File: config.mk
export PLATFORM = sky130hd
export DESIGN_NAME = rf_wb_unit
export DESIGN_NICKNAME = d
export VERILOG_FILES = /design/src/rtl/rf_wb_unit.sv
export SDC_FILE = /design/constraint.sdc
export NUM_CORES = 1
export LEC_CHECK = 0
export ABC_AREA = 1
export CAP_MARGIN = 20
export CORE_AREA = 2 2 82 163
export DETAILED_ROUTE_END_ITERATION = 8
export DIE_AREA = 0 0 84 165
export GPL_ROUTABILITY_DRIVEN = 0
export MAX_ROUTING_LAYER = met4
export PLACE_DENSITY = 0.85
export SYNTH_ARGS = -nofsm -noshare
export SYNTH_HDL_FRONTEND = slang
export SYNTH_SLANG_ARGS = --single-unit
export TNS_END_PERCENT = 5
File: constraint.sdc
create_clock -name clk -period 3.6 [get_ports clk]
set_input_delay 1.08 -clock clk [delete_from_list [all_inputs] [get_ports clk]]
set_output_delay 1.08 -clock clk [all_outputs]
set_load 0.005 [all_outputs]
File: src/rtl/rf_wb_unit.sv
// rtl/rf_wb_unit.sv - register file writeback arbiter, load formatter and busy scoreboard
module rf_wb_unit #(
  parameter int ADDR_WIDTH = 5,
  parameter int DATA_WIDTH = 64
) (
  input  logic                       clk,
  input  logic                       rst_n,
  input  logic                       issue_valid,
  input  logic [ADDR_WIDTH-1:0]      issue_rd,
  output logic [(1<<ADDR_WIDTH)-1:0] busy,
  input  logic                       alu_valid,
  output logic                       alu_ready,
  input  logic [ADDR_WIDTH-1:0]      alu_rd,
  input  logic [DATA_WIDTH-1:0]      alu_data,
  input  logic                       lsu_valid,
  output logic                       lsu_ready,
  input  logic [ADDR_WIDTH-1:0]      lsu_rd,
  input  logic [DATA_WIDTH-1:0]      lsu_data,
  input  logic [1:0]                 lsu_size,
  input  logic                       lsu_unsigned,
  output logic                       rf_wen,
  output logic [ADDR_WIDTH-1:0]      rf_waddr,
  output logic [DATA_WIDTH-1:0]      rf_wdata,
  output logic                       idle
);

  localparam int NREG = 1 << ADDR_WIDTH;

  logic                  rf_wen_q,   rf_wen_d;
  logic [ADDR_WIDTH-1:0] rf_waddr_q, rf_waddr_d;
  logic [DATA_WIDTH-1:0] rf_wdata_q, rf_wdata_d;
  logic [NREG-1:0]       busy_q,     busy_d;
  // last_lsu_q = 1 when the LSU won the most recent transfer
  logic                  last_lsu_q, last_lsu_d;

  logic                  grant_lsu;
  logic                  fill;
  logic [DATA_WIDTH-1:0] lsu_fmt;

  // Round-robin grant: a lone valid always wins, a tie goes to the source not granted last
  always_comb begin
    grant_lsu = lsu_valid && (!alu_valid || !last_lsu_q);
    lsu_ready = rst_n && grant_lsu;
    alu_ready = rst_n && alu_valid && !grant_lsu;
  end

  // Load data extension to the full register width
  always_comb begin
    fill    = 1'b0;
    lsu_fmt = lsu_data;
    case (lsu_size)
      2'b00: begin
        fill    = !lsu_unsigned && lsu_data[7];
        lsu_fmt = {{(DATA_WIDTH-8){fill}}, lsu_data[7:0]};
      end
      2'b01: begin
        fill    = !lsu_unsigned && lsu_data[15];
        lsu_fmt = {{(DATA_WIDTH-16){fill}}, lsu_data[15:0]};
      end
      2'b10: begin
        fill    = !lsu_unsigned && lsu_data[31];
        lsu_fmt = {{(DATA_WIDTH-32){fill}}, lsu_data[31:0]};
      end
      default: lsu_fmt = lsu_data;
    endcase
  end

  // Next state of the output stage, arbitration pointer and scoreboard
  always_comb begin
    rf_wen_d   = 1'b0;
    rf_waddr_d = rf_waddr_q;
    rf_wdata_d = rf_wdata_q;
    last_lsu_d = last_lsu_q;
    if (lsu_ready) begin
      rf_wen_d   = (lsu_rd != '0);
      rf_waddr_d = lsu_rd;
      rf_wdata_d = lsu_fmt;
      last_lsu_d = 1'b1;
    end else if (alu_ready) begin
      rf_wen_d   = (alu_rd != '0);
      rf_waddr_d = alu_rd;
      rf_wdata_d = alu_data;
      last_lsu_d = 1'b0;
    end

    // Clear first so that a same-edge issue to the same register keeps it busy
    busy_d = busy_q;
    if (rf_wen_q) begin
      busy_d[rf_waddr_q] = 1'b0;
    end
    if (issue_valid && (issue_rd != '0)) begin
      busy_d[issue_rd] = 1'b1;
    end
    busy_d[0] = 1'b0;
  end

  // State registers with synchronous active-low reset
  always_ff @(posedge clk) begin
    if (!rst_n) begin
      rf_wen_q   <= 1'b0;
      rf_waddr_q <= '0;
      rf_wdata_q <= '0;
      busy_q     <= '0;
      last_lsu_q <= 1'b0;
    end else begin
      rf_wen_q   <= rf_wen_d;
      rf_waddr_q <= rf_waddr_d;
      rf_wdata_q <= rf_wdata_d;
      busy_q     <= busy_d;
      last_lsu_q <= last_lsu_d;
    end
  end

  assign rf_wen   = rf_wen_q;
  assign rf_waddr = rf_waddr_q;
  assign rf_wdata = rf_wdata_q;
  assign busy     = busy_q;
  assign idle     = (busy_q == '0) && !rf_wen_q;

endmodule

Yosys cells after proc, flatten, opt, wreduce, memory -nomap -nowiden
Cells that the tools add are included.
{ "totals": {"output_inout_bits": 105, "input_bits": 151, "wordCells": 53, "ff_bits": 103} }
{ "op_classes": {"n_lt_le_gt_ge": 4, "n_eq_ne": 2, "bitwise": 3, "n_reduce_logical": 23, "muxes": 15} }
{ "op_table": {"columns": ["cell", "count"], "rows": [
  ["$pmux W64 S3", 1],
  ["$mux W64", 2],
  ["$mux W32", 2],
  ["$and A32 B32 Y32", 1],
  ["$logic_not A32 Y1", 1],
  ["$not A32 Y32", 1],
  ["$or A32 B32 Y32", 1],
  ["$reduce_bool A5 Y1", 3],
  ["$lt A5 B6 Y1 const B", 2],
  ["$logic_and A1 B1 Y1", 11],
  ["$demux W1 S5", 2],
  ["$ge A5 B1 Y1 const B", 2],
  ["$mux W5", 2],
  ["$mux W1", 6],
  ["$logic_not A1 Y1", 5],
  ["$eq A2 B1 Y1 const B", 1],
  ["$eq A2 B2 Y1 const B", 1],
  ["$logic_not A2 Y1", 1],
  ["$reduce_bool A2 Y1", 1],
  ["$logic_or A1 B1 Y1", 1]
]} }

Longest topological paths before layout
Gate-level depths: netlist of run 1.
{ "depth": {"word_depth": 9, "mapped_depth": 10, "depth_no_buf": 8} }

Least setup slack after synthesis of run 1
OpenSTA, ideal clock, no wires.
{ "synth_timing": {"path_type": "input -> output", "from": "input port alu_valid", "to": "output port alu_ready", "cell_stages": 7, "required_time_ns": 2.520, "setup_slack_ns": 0.680, "n_path_buf": 3, "arrival_ns": 1.840, "cell_sequence": "buf_4 -> nand2_4 -> nand2_4 -> nand3_2 -> buf_2 -> buf_4 -> inv_1"} }
{ "synth_via": {"elab_chain_cells": 5, "elab_cells_between_ends": 6, "cone_classes": "6 x reduce/logical"} }
{ "synth_lines": {"columns": ["item", "line_no", "text"], "rows": [
  ["start: declaration", "11", "input logic alu_valid,"],
  ["$logic_not A1 Y1", "42", "grant_lsu = lsu_valid && (!alu_valid || !last_lsu_q);"],
  ["$logic_or A1 B1 Y1", "42", null],
  ["$logic_and A1 B1 Y1", "42", null],
  ["$logic_not A1 Y1", "44", "alu_ready = rst_n && alu_valid && !grant_lsu;"],
  ["$logic_and A1 B1 Y1 (*)", "44", null],
  ["end: declaration", "12", "output logic alu_ready,"]
]} }
Every way passes the cells marked *; elsewhere a longest branch is shown, timed or not.

Worst setup path after layout of run 1
{ "layout_timing": {"from": "input port lsu_valid", "to": "output port alu_ready"} }
{ "layout_via": {"elab_chain_cells": 3} }
{ "layout_lines": {"columns": ["item", "line_no", "text"], "rows": [
  ["start: declaration", "15", "input logic lsu_valid,"],
  ["$logic_and A1 B1 Y1", "42", null],
  ["$logic_not A1 Y1", "44", null],
  ["$logic_and A1 B1 Y1", "44", null]
]} }
Every way passes these cells.

==> flow_summary_export.csv, run 1 <==
group,metric,value,unit
outcome,status,"finished, final reports clean",
worst_setup_path,crit_slowest_cell,"clkdlybuf4s50_1",
synthesis,ys_seq_elements,102,
placement,post-dp-hpwl,14700,um
clocking,clk_pin_slew,0.07,ns
power,power_frac_clock,33.9,%
sta,finClkSkew,0.00797,ns
synthesis,avgSynthCellArea,6.32,um^2
floorplan,die-height,165,um
clocking,cts_root_buf,"clkbuf_16",
synthesis,synth.area.top_cells,"dfxtp_1, nand2_1, o21ai_0",
worst_setup_path,crit_path_start_kind,"input pin",
power,p_leak,3.81,nW
floorplan,rows,58,
detailed_routing,drc,0,
worst_setup_path,r2r_cells,7,
cells_and_area,final_cell_mix,"nand2_1, clkdlybuf4s50_1, inv_1",
grt,grt_pass1_wl,29500,um
worst_setup_path,path_class,"input pin to output port",
detailed_routing,routed_via_density,5.29,
floorplan,die_w,84,um
detailed_routing,drtAntennaViolNets,0,
sta,period_needed,3.44,ns
worst_setup_path,reg2reg_from,"last_lsu_q",
grt,grt_max_degree,80,
synthesis,syn_area,0.00556,mm^2
grt,grtUsageTotal,27.7,%
cells_and_area,syn2layout_area_growth,51.9,%
clocking,cts_buffer_depth,2,
worst_hold_path,hp-start,"busy[10]",
worst_setup_path,crit_required,2.52,ns
worst_hold_path,hp-class,"flip-flop to flip-flop",
power,combPwrFrac,24.7,%
sta,setup_viol,0,
synthesis,syn_inst,880,
sta,clock.fmax,291,MHz
sta,tightest_slew,0.813,ns
worst_setup_path,crit_path_end_kind,"output port",
worst_setup_path,r2r_end,"rf_wdata[57]",
sta,min_period_over_period,95.6,%
cells_and_area,n_fill_cell,1070,
run,drv_cap,0,
clocking,clock_latency,0.34,ns
cells_and_area,final_common_cell,"nand2_1",
clocking,clkSinkCount,102,
placement,io_buffers,254,
sta,setup_tns,0,ns
synthesis,synth_cell_types,27,
clocking,cts_buffers,9,
worst_hold_path,hold_depth,2,
synthesis,yosys_warnings,0,
cells_and_area,layout-drive-gt1-share,4.32,%
cells_and_area,seq_area,0.00204,mm^2
power,internal-power,2.17,mW
power,power.density,358,mW/mm^2
clocking,cts_tree,"yes",
grt,antenna_found_initial,1,
synthesis,synth_top_area_share,36.7,%
worst_setup_path,crit_family,"buffers and inverters",
worst_setup_path,crit_path_frequent_cell,"clkdlybuf4s50_1",
synthesis,synth_top_area_cell,"dfxtp_1",
power,vdd_drop_max,0.000285,V
clocking,htree_num_levels,3,
detailed_routing,via_count,6671,
sta,hold_violations,0,
cells_and_area,nets,1256,
synthesis,seq_area_frac_synth,36.7,%
detailed_routing,post_drt_wl_per_cell,15.7,um
worst_setup_path,path_buf_inv,3,
sta,max-slew-margin-rel,45.8,%
grt,grt_overflow,0,
power,seq_power_share,41.4,%
worst_setup_path,worstSetupStartpoint,"lsu_valid",
clocking,cts_hold_buf,0,
worst_setup_path,cp.arrival,2.36,ns
detailed_routing,firstDrtPassIters,7,
floorplan,die-area,0.0139,mm^2
sta,slew_violations,0,
floorplan,io_pins,256,
worst_setup_path,worstPathCellList,"clkdlybuf4s50_1 > nand2_4 > nand3_2 > inv_1 > clkdlybuf4s50_1",
floorplan,initial_core_util,44.3,%
power,power.switching,849,uW
cells_and_area,instances_no_fill,1261,
detailed_routing,drt_iter0_markers,375,
power,swShare,28.1,%
grt,grt_pass1_vias,6125,
worst_setup_path,timing.critical_path.fanout_max,2,
worst_hold_path,holdPathEnd,"busy[10]",
placement,placed_cells,1244,
cells_and_area,multi_input_area,0.00281,mm^2
floorplan,fp.coreArea,0.0126,mm^2
synthesis,syn_nets,1031,
detailed_routing,routed_wl,19800,um
worst_setup_path,r2r_slack,1.61,ns
sta,rsz0062_at_grt,"no",
worst_setup_path,slowest_delay,0.50,ns
metal layers:
metal | vias up | part of all wire (%) | GRT usage, %
li1 | 3269 | - | -
met1 | 3039 | 35 | 26.4
met5 | - | 0 | -
met3 | 73 | 5.3 | 4.95
met4 | 0 | 6.2 | 18.2
met2 | 290 | 54 | 50.4
state kept, by name, indices dropped and copies added (netlist names):
name,cells
last_lsu_q,1
rf_wdata,64
rf_wen,1
busy,31
rf_waddr,5
worst max path at each step:
stage                            to  slack, ns  depth (start not counted)
after floorplan           alu_ready       0.68                          7
after global placement    alu_ready       0.01                          6
after detailed placement  alu_ready      0.004                          6
after CTS                 alu_ready      0.004                          6
after global routing      alu_ready       0.11                          5
final                     alu_ready       0.16                          5
through the flow:
| stage | total power [mW] | setup slack, ns | hold WS [ns] | instance area (um^2) | utilization [%] |
|---|---|---|---|---|---|
| after CTS | 3.04 | 0.00356 | 0.493 | 8440 | 67.3 |
| after global placement | 2.01 | 0.00983 | 0.470 | 8130 | 64.7 |
| after detailed placement | 2.02 | 0.00445 | 0.482 | 8130 | 64.7 |
| final | 3.02 | 0.159 | 0.491 | 8450 | 67.3 |
| after global routing | 3.15 | 0.112 | 0.512 | 8450 | 67.3 |
| after floorplan | 1.60 | 0.680 | 0.478 | 5560 | - |
worst min-delay path, stage by stage, from the launching register on:
cell and delay [ns]:
dfxtp_1 0.32, o21ai_0 0.07, a21oi_1 0.06
cells in the mapped netlist:
library cell,number
nand2_1,255
inv_1,109
dfxtp_1,102
o21ai_0,84
nor2_1,63
nand3_1,49
a21oi_1,48
nand4_1,32
clkbuf_1,28
nand3b_1,24
buf_2,16
nor3_1,15
o21ai_1,12
a31oi_1,10
buf_4,7
buf_6,4
inv_2,4
nand3_2,3
nor4_1,3
buf_1,2
nand2_4,2
nor2_2,2
o211ai_1,2
clkinv_1,1
conb_1,1
nand2_2,1
nand3_4,1
area by class of cell:
class | count | share of cell area (%)
flip-flops and latches | 102 | 24.2
inverters | 114 | 5.06
repair buffers | 271 | 31.6
clock buffers | 10 | 2.83
clock inverters | 6 | 0.903
diodes | 1 | 0.0296
multi-input cells | 607 | 33.2
well taps | 150 | 2.22
power groups by stage:
stage,Combinational (mW),Sequential [mW],Clock (mW)
after detailed placement,0.743,1.27,0
after floorplan,0.319,1.28,0
after CTS,0.747,1.25,1.04
final,0.748,1.25,1.02
after global routing,0.812,1.26,1.08
after global placement,0.735,1.27,0
logic make-up (layout without fill, tap and decap cells):
logic type,Yosys count,in the layout,share of synthesized area (%)
DFF,102,102,36.7
other,1,2,0.0674
and+or+nand+nor,450,450,36.0
AOI/OAI and AO/OA,156,156,14.3
buffers and inverters,171,401,12.9
timing repair:
| action | in CTS | in global routing |
|---|---|---|
| endpoints found under the hold margin | 0 | 0 |
| resized for setup | 0 | 1 |
| setup endpoints to repair | 0 | 1 |
| setup buffers | 0 | 0 |
Note: power is estimated with default switching activity, not from simulation.
==> run 2, diff against run 1 <==
--- a/config.mk
+++ b/config.mk
@@ -13,6 +13,7 @@
 export GPL_ROUTABILITY_DRIVEN = 0
 export MAX_ROUTING_LAYER = met4
 export PLACE_DENSITY = 0.85
+export SLEW_MARGIN = 20
 export SYNTH_ARGS = -nofsm -noshare
 export SYNTH_HDL_FRONTEND = slang
 export SYNTH_SLANG_ARGS = --single-unit
==> results of run 2 <==
No change in the layout: final DEF, timing and power equal those of run 1.
==> run 3, diff against run 2 <==
--- a/config.mk
+++ b/config.mk
@@ -12,7 +12,7 @@
 export DIE_AREA = 0 0 84 165
 export GPL_ROUTABILITY_DRIVEN = 0
 export MAX_ROUTING_LAYER = met4
-export PLACE_DENSITY = 0.85
+export PLACE_DENSITY = 0.83
 export SLEW_MARGIN = 20
 export SYNTH_ARGS = -nofsm -noshare
 export SYNTH_HDL_FRONTEND = slang
==> run 3 against run 2 <==
Against the previous run: worst hold slack about the same; count of clock-buffer cells in the layout fell by 1; register-to-register slack improved by 0.02 ns; cell area grew 0.21%; maximum frequency grew 0.63%; largest power group unchanged; clock skew down 0.00057 ns; highest routed layer unchanged; clock power hardly changed; via count shrank 0.81%; critical path type unchanged; sequential power hardly changed; non-clock buffer count up 3.
==> flow_summary_export.csv, run 3 (synthesis results as in run 1) <==
group,metric,value,unit
outcome,status,"finished, final reports clean",
clocking,cts_root_buf,"clkbuf_16",
power,power.density,358,mW/mm^2
cells_and_area,n_fill_cell,1102,
power,finalPower,3.03,mW
cells_and_area,antennaDiodeCount,0,
clocking,cts_buffers,9,
clocking,clock_latency,0.35,ns
detailed_routing,drt_iter0_markers,327,
cells_and_area,seq_area,0.00204,mm^2
placement,post-dp-hpwl,14600,um
clocking,htree_num_levels,3,
sta,max-slew-margin-rel,48.5,%
detailed_routing,routed_wl,19800,um
worst_setup_path,worstPathCellList,"clkdlybuf4s50_1 > nand2_4 > nand3_2 > inv_1 > clkdlybuf4s50_1",
clocking,cts_resized,0,
floorplan,die-height,165,um
cells_and_area,layout-drive-gt1-share,4.58,%
worst_setup_path,crit_path_start_kind,"input pin",
sta,tightest_slew,0.772,ns
floorplan,fp.coreArea,0.0126,mm^2
worst_setup_path,slowest_delay,0.51,ns
worst_setup_path,cp.arrival,2.34,ns
sta,finClkSkew,0.00740,ns
worst_setup_path,crit_path_frequent_cell,"clkdlybuf4s50_1",
clocking,cts_buffer_depth,2,
clocking,cts_hold_buf,0,
power,vdd_drop_max,0.000233,V
clocking,clkSinkCount,102,
floorplan,die_w,84,um
worst_hold_path,hp-class,"flip-flop to flip-flop",
run,drv_cap,0,
sta,fin_ws,0.180,ns
grt,grt_overflow,0,
detailed_routing,post_drt_wl_per_cell,15.6,um
clocking,cts_tree,"yes",
grt,grt_max_degree,80,
cells_and_area,multi_input_area,0.00281,mm^2
grt,grt_pass1_vias,6215,
placement,dpl-instance-area,0.00815,mm^2
detailed_routing,via_count,6617,
worst_setup_path,crit_family,"buffers and inverters",
placement,io_buffers,254,
cells_and_area,final_cell_mix,"nand2_1, clkdlybuf4s50_1, inv_1",
cells_and_area,fin_area,0.00847,mm^2
detailed_routing,routed_via_density,5.24,
detailed_routing,drtAntennaViolNets,0,
detailed_routing,firstDrtPassIters,7,
floorplan,initial_core_util,44.3,%
sta,clock.fmax,292,MHz
sta,setup_viol,0,
grt,grt_pass1_wl,29900,um
cells_and_area,syn2layout_area_growth,52.2,%
sta,hold_violations,0,
grt,grtUsageTotal,28.0,%
worst_setup_path,crit_slowest_cell,"clkdlybuf4s50_1",
floorplan,io_pins,256,
worst_setup_path,path_class,"input pin to output port",
detailed_routing,drc,0,
sta,slew_violations,0,
floorplan,die-area,0.0139,mm^2
sta,setup_tns,0,ns
worst_setup_path,path_buf_inv,3,
sta,rsz0062_at_grt,"no",
floorplan,rows,58,
sta,whs,0.492,ns
cells_and_area,largest_register_ffs,64,
sta,period_needed,3.42,ns
clocking,clk_pin_slew,0.07,ns
worst_setup_path,timing.critical_path.fanout_max,2,
grt,antenna_found_initial,0,
worst_setup_path,crit_path_end_kind,"output port",
clocking,cts_setup_buffers,0,
cells_and_area,final_common_cell,"nand2_1",
power,p_leak,3.83,nW
cells_and_area,nets,1259,
sta,min_period_over_period,95.0,%
placement,pre_cts_slack,0.0401,ns
worst_setup_path,crit_required,2.52,ns
-- run 3: area by class of cell --
cell class,instances,share of cell area [%]
multi-input combinational,607,33.1
inverter,114,5.05
clock inverter,7,1.03
timing repair buffer,274,31.8
tap,150,2.22
clock buffer,9,2.66
sequential,102,24.1
-- run 3: metal layers --
metal	track usage [%]	wire [um]	up-vias	share of wire (%)
li1	-	-	3267	-
met1	26.4	6820	2986	35
met2	53.1	10800	283	55
met3	4.35	1030	81	5.2
met4	16.2	1080	0	5.5
met5	-	0	-	0
-- run 3: path summary, 6_finish.rpt --
check,startpoint,endpoint,slack [ns],cells past startpoint
setup / recovery,lsu_valid,alu_ready,0.18,5
setup reg to reg,last_lsu_q,rf_wdata[58],1.63,7
hold / removal,busy[9],busy[9],0.49,2
hold reg to reg,busy[9],busy[9],0.49,2
-- run 3: report_power, final --
| part | internal, mW | switching (mW) |
|---|---|---|
| clock network | 0.559 | 0.476 |
| logic | 0.398 | 0.351 |
| registers | 1.20 | 0.0447 |
-- run 3: worst reg2reg max path: stages (launching register included) --
cell and delay [ns]:
dfxtp_1 0.37, nand2_4 0.08, nand3_4 0.07, buf_4 0.63
nand2_2 0.12, buf_4 0.29, o21ai_0 0.23, nor2_1 0.06
-- run 3: per-stage QoR --
stage / std cells / utilization, %
4_1_cts: 1263 / 67.4
3_3_place_gp: 1247 / 64.9
2_1_floorplan: 880 / -
5_1_grt: 1263 / 67.4
6_report: 1263 / 67.4
3_5_place_dp: 1247 / 64.9
